<file path="src/rtl/ifetch_q_pkg.sv">
// rtl/ifetch_q_pkg.sv - shared widths and encodings for the fetch stage
package ifetch_q_pkg;

   // Default PC/memory word-address and instruction widths
   localparam int ADDR_W = 32;
   localparam int INST_W = 32;

   // NOP encoding used to fill instruction memories; fetch never injects it
   localparam logic [31:0] NOP = 32'h0000_0013;

   // Width of an occupancy counter that must represent 0..depth inclusive
   function automatic int cnt_w(input int depth);
      return $clog2(depth) + 1;
   endfunction

endpackage

</file>
<file path="src/rtl/fetch_fifo.sv">
// rtl/fetch_fifo.sv - synchronous FIFO with flush for fetched {pc, inst} pairs
module fetch_fifo
   import ifetch_q_pkg::*;
#(
   parameter int WIDTH = 64,
   parameter int DEPTH = 4
) (
   input  logic                       clk,
   input  logic                       rst,
   input  logic                       push,
   input  logic [WIDTH-1:0]           din,
   input  logic                       pop,
   input  logic                       flush,
   output logic [WIDTH-1:0]           dout,
   output logic                       empty,
   output logic                       full,
   output logic [cnt_w(DEPTH)-1:0]    count
);

   localparam int PW = $clog2(DEPTH);
   localparam int CW = cnt_w(DEPTH);

   logic [WIDTH-1:0] mem [DEPTH];
   logic [PW-1:0]    rd_ptr;
   logic [PW-1:0]    wr_ptr;
   logic             pop_ok;
   logic             push_ok;

   // A pop on an empty queue is ignored; a push when full is only taken
   // together with a pop, which frees the slot being written.
   assign pop_ok  = pop & ~empty;
   assign push_ok = push & (~full | pop_ok);

   assign empty = (count == '0);
   assign full  = (count == CW'(DEPTH));
   assign dout  = mem[rd_ptr];

   // Entry storage; flush leaves stale data behind since count gates validity
   always_ff @(posedge clk or posedge rst) begin
      if (rst) begin
         for (int i = 0; i < DEPTH; i++) begin
            mem[i] <= '0;
         end
      end else if (push_ok && !flush) begin
         mem[wr_ptr] <= din;
      end
   end

   // Pointer and occupancy update; flush overrides any push or pop
   always_ff @(posedge clk or posedge rst) begin
      if (rst) begin
         rd_ptr <= '0;
         wr_ptr <= '0;
         count  <= '0;
      end else if (flush) begin
         rd_ptr <= '0;
         wr_ptr <= '0;
         count  <= '0;
      end else begin
         if (push_ok) begin
            wr_ptr <= wr_ptr + PW'(1);
         end
         if (pop_ok) begin
            rd_ptr <= rd_ptr + PW'(1);
         end
         case ({push_ok, pop_ok})
            2'b10:   count <= count + CW'(1);
            2'b01:   count <= count - CW'(1);
            default: count <= count;
         endcase
      end
   end

endmodule

</file>
<file path="src/rtl/ifetch_q.sv">
// rtl/ifetch_q.sv - instruction fetch stage with decoupling queue and redirect
module ifetch_q
   import ifetch_q_pkg::*;
#(
   parameter int              ADDR     = ADDR_W,
   parameter int              INST     = INST_W,
   parameter int              DEPTH    = 4,
   parameter logic [ADDR-1:0] RESET_PC = '0
) (
   input  logic            clk,
   input  logic            rst,
   input  logic            v_i,
   input  logic            stall_i,
   input  logic            branch_i,
   input  logic [ADDR-1:0] baddr_i,
   output logic            req_o,
   output logic [ADDR-1:0] addr_o,
   input  logic [INST-1:0] inst_i,
   output logic [INST-1:0] inst_o,
   output logic [ADDR-1:0] pc_o,
   output logic            v_o
);

   localparam int CW = cnt_w(DEPTH);

   logic [ADDR-1:0]      pc;
   logic [ADDR-1:0]      inflight_pc;
   logic                 inflight;
   logic                 pop;
   logic                 push;
   logic                 credit;
   logic [CW:0]          used;
   logic [CW:0]          limit;
   logic [ADDR+INST-1:0] fifo_dout;
   logic                 fifo_empty;
   logic                 fifo_full;
   logic [CW-1:0]        fifo_count;

   // A redirect hides the head so decode never consumes a wrong-path entry
   assign v_o = ~fifo_empty & ~branch_i;
   assign pop = v_o & ~stall_i;

   // Credit counts queued plus in-flight entries; an entry leaving this cycle
   // frees its slot, written as a comparison against DEPTH+pop to stay unsigned
   assign used   = {1'b0, fifo_count} + {{CW{1'b0}}, inflight};
   assign limit  = (CW+1)'(DEPTH) + {{CW{1'b0}}, pop};
   assign credit = (used < limit);

   assign req_o  = v_i & credit & ~branch_i & ~rst;
   assign addr_o = pc;

   // The response of the previous request is dropped when a redirect lands
   assign push = inflight & ~branch_i;

   assign {pc_o, inst_o} = fifo_dout;

   // PC advance on each request, reload on redirect
   always_ff @(posedge clk or posedge rst) begin
      if (rst) begin
         pc <= RESET_PC;
      end else if (branch_i) begin
         pc <= baddr_i;
      end else if (req_o) begin
         pc <= pc + ADDR'(1);
      end
   end

   // Track the single outstanding memory read and the PC it belongs to
   always_ff @(posedge clk or posedge rst) begin
      if (rst) begin
         inflight    <= 1'b0;
         inflight_pc <= '0;
      end else begin
         inflight <= req_o;
         if (req_o) begin
            inflight_pc <= pc;
         end
      end
   end

   fetch_fifo #(
      .WIDTH (ADDR + INST),
      .DEPTH (DEPTH)
   ) u_fifo (
      .clk   (clk),
      .rst   (rst),
      .push  (push),
      .din   ({inflight_pc, inst_i}),
      .pop   (pop),
      .flush (branch_i),
      .dout  (fifo_dout),
      .empty (fifo_empty),
      .full  (fifo_full),
      .count (fifo_count)
   );

   // Credit accounting must make a push into a full queue unreachable
   a_no_overflow: assert property (@(posedge clk) disable iff (rst) !(push && fifo_full));

endmodule

</file>
<file path="config.mk">
export PLATFORM = sky130hd
export DESIGN_NAME = ifetch_q
export DESIGN_NICKNAME = d
export VERILOG_FILES = /design/src/rtl/ifetch_q_pkg.sv /design/src/rtl/fetch_fifo.sv /design/src/rtl/ifetch_q.sv
export SDC_FILE = /design/constraint.sdc
export NUM_CORES = 1
export LEC_CHECK = 0
export ABC_AREA = 1
export CELL_PAD_IN_SITES_DETAIL_PLACEMENT = 1
export CELL_PAD_IN_SITES_GLOBAL_PLACEMENT = 1
export CORE_MARGIN = 3
export CORE_UTILIZATION = 46
export CTS_BUF_LIST = sky130_fd_sc_hd__clkbuf_4 sky130_fd_sc_hd__clkbuf_8 sky130_fd_sc_hd__clkbuf_16
export DETAILED_ROUTE_END_ITERATION = 12
export HOLD_SLACK_MARGIN = 0.1
export PLACE_DENSITY_LB_ADDON = 0.1
export SLEW_MARGIN = 20
export SYNTH_ARGS = -nofsm -noshare
export SYNTH_HDL_FRONTEND = slang
export SYNTH_SLANG_ARGS = --single-unit
</file>
<file path="constraint.sdc">
create_clock -name clk -period 15.6 [get_ports clk]
set_input_delay 1.56 -clock clk [delete_from_list [all_inputs] [get_ports clk]]
set_output_delay 1.56 -clock clk [all_outputs]
set_load 0.1 [all_outputs]
</file>
# Yosys cells after proc, flatten, opt, wreduce, memory -nomap -nowiden
# Cells that the tools add are included.
[totals]
in_bits = 69
output_inout_bits = 98
register_bits = 328
elab_cells = 62
[op_classes]
eq_ne = 3
muxes = 14
n_reduce_logical = 8
add_sub_neg = 7
n_bitwise = 16
magnitude_cmp = 4
[op_table]
columns = ["op", "n"]
rows = [
  ["bitwise mux 256 bit", 1],
  ["2-to-1 mux 64 bit", 3],
  ["binary-select mux 64 bit (select 2 bit)", 1],
  ["demux 64 bit (select 2 bit)", 1],
  ["2-to-1 mux 32 bit", 2],
  ["adder 32 x 1 -> 32 bit, second input constant", 1],
  ["bitwise AND 1 bit", 8],
  ["2-to-1 mux 2 bit", 4],
  ["greater-or-equal comparator 3 bit, second input constant", 2],
  ["NOT 2 -> 3 bit", 2],
  ["one-hot mux 3 bit (2 select lines)", 1],
  ["nonzero test 2 bit", 3],
  ["NOT 1 bit", 5],
  ["adder 2 x 1 -> 2 bit, second input constant", 2],
  ["adder 3 x 1 -> 4 bit", 1],
  ["adder 3 x 1 -> 4 bit, first input constant", 1],
  ["less-than comparator 4 bit", 1],
  ["adder 3 x 1 -> 3 bit, second input constant", 1],
  ["== test 3 bit, second input constant", 1],
  ["zero test 3 bit", 1],
  ["less-than comparator 3 x 1 -> 1 bit, second input constant", 1],
  ["2-to-1 mux 3 bit", 1],
  ["nonzero test 3 bit", 1],
  ["subtractor 3 x 1 -> 3 bit, second input constant", 1],
  ["5 further kinds", 6],
]

# Depth between registers and ports, before layout
# Gate-level depths: netlist (run 1).
[logic_depth]
ltp_word = 11
ltp_mapped = 11
ltp_nobuf = 10

# Hierarchy
# From an unflattened synthesis (run 1), not the netlist that was laid out.
[hier_totals]
hier_cells = 2093
area_unflattened_um2 = 16345.7
[modules_own_cells]
columns = ["mod", "area_per_inst_um2", "seq_area_each_um2", "cells_per_inst", "n_inst"]
rows = [
  ["fetch_fifo", 12515.8, 6581.3, 1534, 1],
  ["ifetch_q", 3829.9, 1626.6, 559, 1],
]

# Least setup slack after synthesis (run 1)
# No wires, ideal clock.
[synth_timing]
kind = "input -> output"
startpoint = "input port branch_i"
endpoint = "output port v_o"
t_arrival_ns = 3.644
path_slack_ns = 10.396
cell_stages = 4
cell_sequence = "buf_2 > clkbuf_1 > clkbuf_1 > a31oi_1"
[synth_between]
elab_chain_cells = 2
[synth_lines]
columns = ["item", "line", "text"]
rows = [
  ["start: declaration", "ifetch_q.sv:14", "input logic branch_i,"],
  ["NOT 1 bit", "ifetch_q.sv:40", "assign v_o = ~fifo_empty & ~branch_i;"],
  ["bitwise AND 1 bit", "ifetch_q.sv:40", ""],
  ["end: declaration", "ifetch_q.sv:21", "output logic v_o"],
]
# Every way passes these cells.

# Worst setup path in the final report (run 1)
[layout_timing]
startpoint = "input port branch_i"
endpoint = "output port req_o"
[layout_between]
elab_chain_cells = 8
[layout_lines]
columns = ["item", "line", "text"]
rows = [
  ["NOT 1 bit *", "ifetch_q.sv:40, ifetch_q.sv:49", ""],
  ["bitwise AND 1 bit", "ifetch_q.sv:40", ""],
  ["bitwise AND 1 bit", "ifetch_q.sv:41", "assign pop = v_o & ~stall_i;"],
  ["adder 3 x 1 -> 4 bit", "ifetch_q.sv:46", "assign limit = (CW+1)'(DEPTH) + {{CW{1'b0}}, pop};"],
  ["less-than comparator 4 bit", "ifetch_q.sv:47", "assign credit = (used < limit);"],
  ["bitwise AND 1 bit", "ifetch_q.sv:49", "assign req_o = v_i & credit & ~branch_i & ~rst;"],
  ["bitwise AND 1 bit * (2 in a row)", "ifetch_q.sv:49", ""],
  ["end: declaration", "ifetch_q.sv:16", "output logic req_o,"],
]
# Every way passes the cells marked *; elsewhere a longest branch is shown, timed or not.

==> flow_summary.toml, run 1 <==
[final_layout]
drive_gt1_frac = 0.0531
nets = 2213
antenna_cells = 0
syn_to_final_growth_pct = 17.8
mostFrequentLayoutCells = "nand2_1, dfrtp_1, nand4_1"
mostFrequentLayoutCell = "nand2_1"

[timing]
tightest_slew_ns = 1.11
fin_setup_tns_ns = 0
fin_crit_sh = 0.437
relSlewSlack = 0.259
fmax_mhz = 147
fin_ws_ns = 8.79
clock_skew_ns = 0.0224
drv_slew = 0
hold_violations = 0
setup_viol = 0
min_period_ns = 6.81
rsz0062_at_grt = "no"

[floorplanning]
start_util = 0.473
die-height_um = 196
rows = 68
fp.dieW_um = 196
die-area_um2 = 38200
coreArea_um2 = 35000
io_pins = 167

[logic_synthesis]
synth_cell_types = 32
post_synth.cell_area_avg_um2 = 7.93
syn_inst = 2084
synth_fp_nets = 2161
yosysSeqAreaShare = 0.497
synth.ff_latch_count = 328
yosysTopAreaCell = "dfrtp_1"
ys_warn_count = 0
synth_area_leaders = "dfrtp_1, nand2_1, nand4_1"
synth_top_area_frac = 0.497
syn_area_um2 = 16500

[clock_tree]
cts_tree = "built"
clock_path_buffers = 3
root_buffer = "clkbuf_16"
postCtsSetupRepairBufs = 0
cts_hold_buf = 0
cts_buffers = 39
cts_resized = 0
h-tree-depth = 2
cts.clk_slew.worst_paths_ns = 0.06
cts.sinks = 328
clk_latency_ns = 0.53

[setup_path]
worstSetupPathType = "in2out"
r2r-end = "u_fifo.mem[114]"
arrival_ns = 5.25
required_ns = 14.04
rrSetupSlack_ns = 12.56
critPathMaxFanout = 41
crit_path_start = "branch_i"
endpoint_kind = "output port"
r2r_start = "u_fifo.wr_ptr[0]"
r2r_cells = 6
start_kind = "input pin"

[global_routing]
grt_max_degree = 263
grt_usage = 0.284
grt_overflow_total = 0
antenna_found_initial = 0
grt_pass1_vias = 16451
grt_pass1_wl_um = 89100

[drt]
via_count = 15554
drtAntennaViolNets = 0
drt_iter0_drc = 1034
wl_per_cell_um = 21.1
vias_per_cell = 5.94
drtPass1Iterations = 5
finalWirelength_um = 55400
drc = 0

[hold_path]
worstHoldStart = "u_fifo.mem[161]"
whs_path_depth = 2
min-delay-path-class = "reg2reg"
hold_end = "u_fifo.mem[161]"

[power_and_ir_drop]
vdd_drop_max_mv = 0.0911
powerDensity_nw_per_um2 = 141
p_total_uw = 2740
power_leakage_uw = 0.00970

[placement]
place_congestion = 0.869
hpwlAfterDp_um = 29300
pre_cts_ws_ns = 8.77
portBuffers = 166

[outcome]
status = "finished clean"

[run]
drv_cap = 0
==> registers in the layout, indices dropped and copies added, names as in the netlist <==
name	count
addr_o	32
inflight	1
inflight_pc	32
u_fifo.count	3
u_fifo.mem	256
u_fifo.rd_ptr	2
u_fifo.wr_ptr	2
==> metal layers <==
| metal | up-vias | wire, um | track usage |
|---|---|---|---|
| met4 | 0 | 981 | 0.0755 |
| li1 | 7159 | - | - |
| met1 | 7900 | 24700 | 0.398 |
| met2 | 427 | 26900 | 0.472 |
| met3 | 68 | 2790 | 0.0324 |
| met5 | - | 0 | 0 |
==> cells by family (layout without fill, tap and decap cells) <==
kind of cell | count (synthesis) | count (layout) | share of synthesized area
fa+ha+maj | 8 | 8 | 0.00651
simple gates | 1280 | 1280 | 0.344
xor+xnor | 11 | 11 | 0.00628
flops | 328 | 328 | 0.497
compound gates | 236 | 236 | 0.0771
buf+inv | 221 | 302 | 0.0693
==> metrics by stage <==
stage	hold WS, ns	std cells	utilization	area (um2)
floorplan	0.437	2084	-	16500
global placement	0.448	2545	0.514	18000
detailed placement	0.453	2546	0.514	18000
CTS	0.467	2616	0.554	19400
global route	0.487	2620	0.557	19500
finish	0.462	2620	0.557	19500
==> critical path, cell delays in order <==
cell and delay (ns):
clkdlybuf4s50_1 0.40, buf_4 0.26, inv_2 0.60, nand4_2 0.26, a21oi_4 0.85, clkdlybuf4s50_1 1.30
==> power breakdown <==
group / switching, uW / internal, uW
Sequential: 80.8 / 939
Clock: 364 / 622
Combinational: 564 / 170
Total: 1010 / 1730
==> how the worst max path moves through the flow <==
stage / end / cells past startpoint
finish: req_o / 6
global route: req_o / 6
CTS: req_o / 6
detailed placement: req_o / 6
global placement: req_o / 6
floorplan: addr_o[0] / 1
==> layout make-up <==
| type | instances | area [um2] |
|---|---|---|
| Fill cell | 4206 | 15500 |
| Sequential cell | 328 | 8220 |
| Multi-Input combinational cell | 1535 | 7190 |
| Timing Repair Buffer | 184 | 1910 |
| Clock buffer | 56 | 1170 |
| Tap cell | 455 | 569 |
| Clock inverter | 14 | 235 |
| Inverter | 48 | 189 |
==> cells in the mapped netlist <==
| cell type | n |
|---|---|
| a21oi_1 | 1 |
| a21oi_4 | 1 |
| a31oi_1 | 1 |
| buf_1 | 12 |
| buf_12 | 1 |
| buf_2 | 56 |
| buf_4 | 9 |
| buf_6 | 26 |
| clkbuf_1 | 69 |
| dfrtp_1 | 328 |
| fa_1 | 1 |
| ha_1 | 7 |
| inv_1 | 44 |
| inv_2 | 4 |
| nand2_1 | 740 |
| nand2_2 | 2 |
| nand3_1 | 83 |
| nand3_4 | 6 |
| nand3b_1 | 1 |
| nand4_1 | 262 |
| nand4_2 | 1 |
| nand4_4 | 1 |
| nor2_1 | 181 |
| nor2_4 | 1 |
| nor3_1 | 1 |
| o21ai_0 | 164 |
| o21ai_1 | 5 |
| o22ai_1 | 64 |
| or2_2 | 1 |
| xnor2_1 | 5 |
| xor2_1 | 5 |
| xor2_2 | 1 |
(Power assumes the default switching activity.)
==> run 2, diff against run 1 <==
CORE_UTILIZATION = 39   (was 46)
clock period = 6.2 ns   (was 15.6 ns; I/O delays follow)
==> run 2 against run 1 <==
  * Power grew to 2.5 times the previous value
  * Hold slack better by 0.0019 ns
  * Global-route usage fell by 2.7 points
  * First-iteration DRC count grew 14%
  * Register-to-register slack lost 9.2 ns
  * Largest power group unchanged
  * Wire length up 3.4%
  * Final area increased by 0.15%
  * Core utilization shrank 8.6 points
  * Non-clock buffer count grew 6
  * Final cell count up 3.2%
  * Critical path type is now reg2out
  * Critical path depth decreased by 1
==> flow_summary.toml, run 2 (synthesis gave the netlist of run 1 again) <==
[final_layout]
mostFrequentLayoutCell = "nand2_1"
drive_gt1_frac = 0.0566
largest_reg_flops = 256
nets = 2220
mostFrequentLayoutCells = "nand2_1, dfrtp_1, nand4_1"
syn_to_final_growth_pct = 18.0
final_cell_count_no_fill = 2704
antenna_cells = 0
regMostFlops = "u_fifo.mem"

[drt]
drc = 0
drtPass1Iterations = 4
via_count = 15375
finalWirelength_um = 57300
wl_per_cell_um = 21.2
drtAntennaViolNets = 0
vias_per_cell = 5.69
drt_iter0_drc = 1175

[global_routing]
grt_overflow_total = 0
grt_pass1_vias = 16237
grt_pass1_wl_um = 92200
grt_usage = 0.257
antenna_found_initial = 1
grt_max_degree = 211

[setup_path]
critPathMaxFanout = 59
crit_cells = 5
slowest_delay_ns = 0.98
cpMaxStageDelayCell = "clkdlybuf4s50_1"
r2r_cells = 8
r2r_start = "u_fifo.count[2]"
path_cells = "clkinv_2 > buf_4 > o21ai_0 > o22ai_1 > clkdlybuf4s50_1"
crit_family = "buffers and inverters"
endpoint_kind = "output port"
rrSetupSlack_ns = 3.39
crit_path_start = "u_fifo.rd_ptr[0]"
path_buf_inv = 3
start_kind = "register"
arrival_ns = 4.09
endpoint = "inst_o[2]"
worstSetupPathType = "reg2out"
r2r-end = "u_fifo.mem[226]"
required_ns = 5.58

[floorplanning]
io_pins = 167
rows = 74
start_util = 0.399
die-area_um2 = 44900
fp.dieW_um = 212
coreArea_um2 = 41400
die-height_um = 212

[timing]
relSlewSlack = 0.270
fin_crit_sh = 0.759
fmax_mhz = 212
hold_violations = 0
min_period_ns = 4.71
setup_viol = 0
rsz0062_at_grt = "no"
clock_skew_ns = 0.0123
drv_slew = 0
tightest_slew_ns = 1.10
fin_setup_tns_ns = 0

[placement]
dp.cells = 2632
place_congestion = 0.899
portBuffers = 166
hpwlAfterDp_um = 32800

[clock_tree]
postCtsSetupRepairBufs = 0
clk_latency_ns = 0.55
cts_hold_buf = 0
root_buffer = "clkbuf_16"
cts.sinks = 328
clock_path_buffers = 3
cts_resized = 0
cts_tree = "built"
cts.clk_slew.worst_paths_ns = 0.06
h-tree-depth = 2
cts_buffers = 40

[hold_path]
min-delay-path-class = "reg2reg"

[power_and_ir_drop]
powerDensity_nw_per_um2 = 352
vdd_drop_max_mv = 0.208
power_leakage_uw = 0.00967

[outcome]
status = "finished clean"

[run]
drv_cap = 0
-- run 2: cell types whose count changed in the layout (fill, tap and decap cells not counted), sizes merged --
cell	previous run	this run
clkinvlp	0	2
inv	48	46
buf	18	25
clkinv	8	9
clkbuf	56	59
clkdlybuf4s50	166	165
bufinv	6	3
-- run 2: tightest hold or removal path: stages, from the launching register on --
cell and delay (ns):
dfrtp_1 0.34, nand2_1 0.05, nand2_1 0.04
-- run 2: power breakdown --
part | switching, uW | total (uW) | internal, uW
Combinational | 1420 | 1850 | 427
Sequential | 208 | 2570 | 2360
Clock | 951 | 2450 | 1500
-- run 2: area by class of cell --
type                    count  area, um2
fillers                  5016      21900
flip-flops and latches    328       8210
multi-input cells        1535       7190
repair buffers            190       1880
clock buffers              59       1240
well taps                 532        666
inverters                  48        185
clock inverters            12        141
-- run 2: worst min-delay path by stage --
stage / start / endpoint / slack, ns / cells past startpoint
5_1_grt: u_fifo.mem[74] / u_fifo.mem[74] / 0.49 / 2
2_1_floorplan: u_fifo.mem[127] / u_fifo.mem[127] / 0.44 / 2
6_report: u_fifo.mem[104] / u_fifo.mem[104] / 0.46 / 2
4_1_cts: u_fifo.mem[74] / u_fifo.mem[74] / 0.47 / 2
3_3_place_gp: u_fifo.mem[73] / u_fifo.mem[73] / 0.45 / 2
3_5_place_dp: u_fifo.mem[109] / u_fifo.mem[109] / 0.45 / 2
-- run 2: metal layers --
layer / wire, um / up-vias / global-route usage
met5: 13 / - / 0
met4: 1110 / 2 / 0.0684
met3: 2380 / 74 / 0.0370
met2: 27100 / 327 / 0.423
met1: 26600 / 7799 / 0.359
li1: - / 7173 / -
-- run 2: through the flow --
stage          setup slack, ns  hold slack [ns]  area, um2  utilization  total power [uW]
5_1_grt                   1.26            0.488      19500        0.471              7160
2_1_floorplan             1.20            0.437      16500            -              3920
3_5_place_dp              2.06            0.454      18100        0.438              4450
4_1_cts                   1.47            0.468      19500        0.471              6930
3_3_place_gp              2.13            0.448      18100        0.438              4430
6_report                  1.49            0.464      19500        0.471              6870
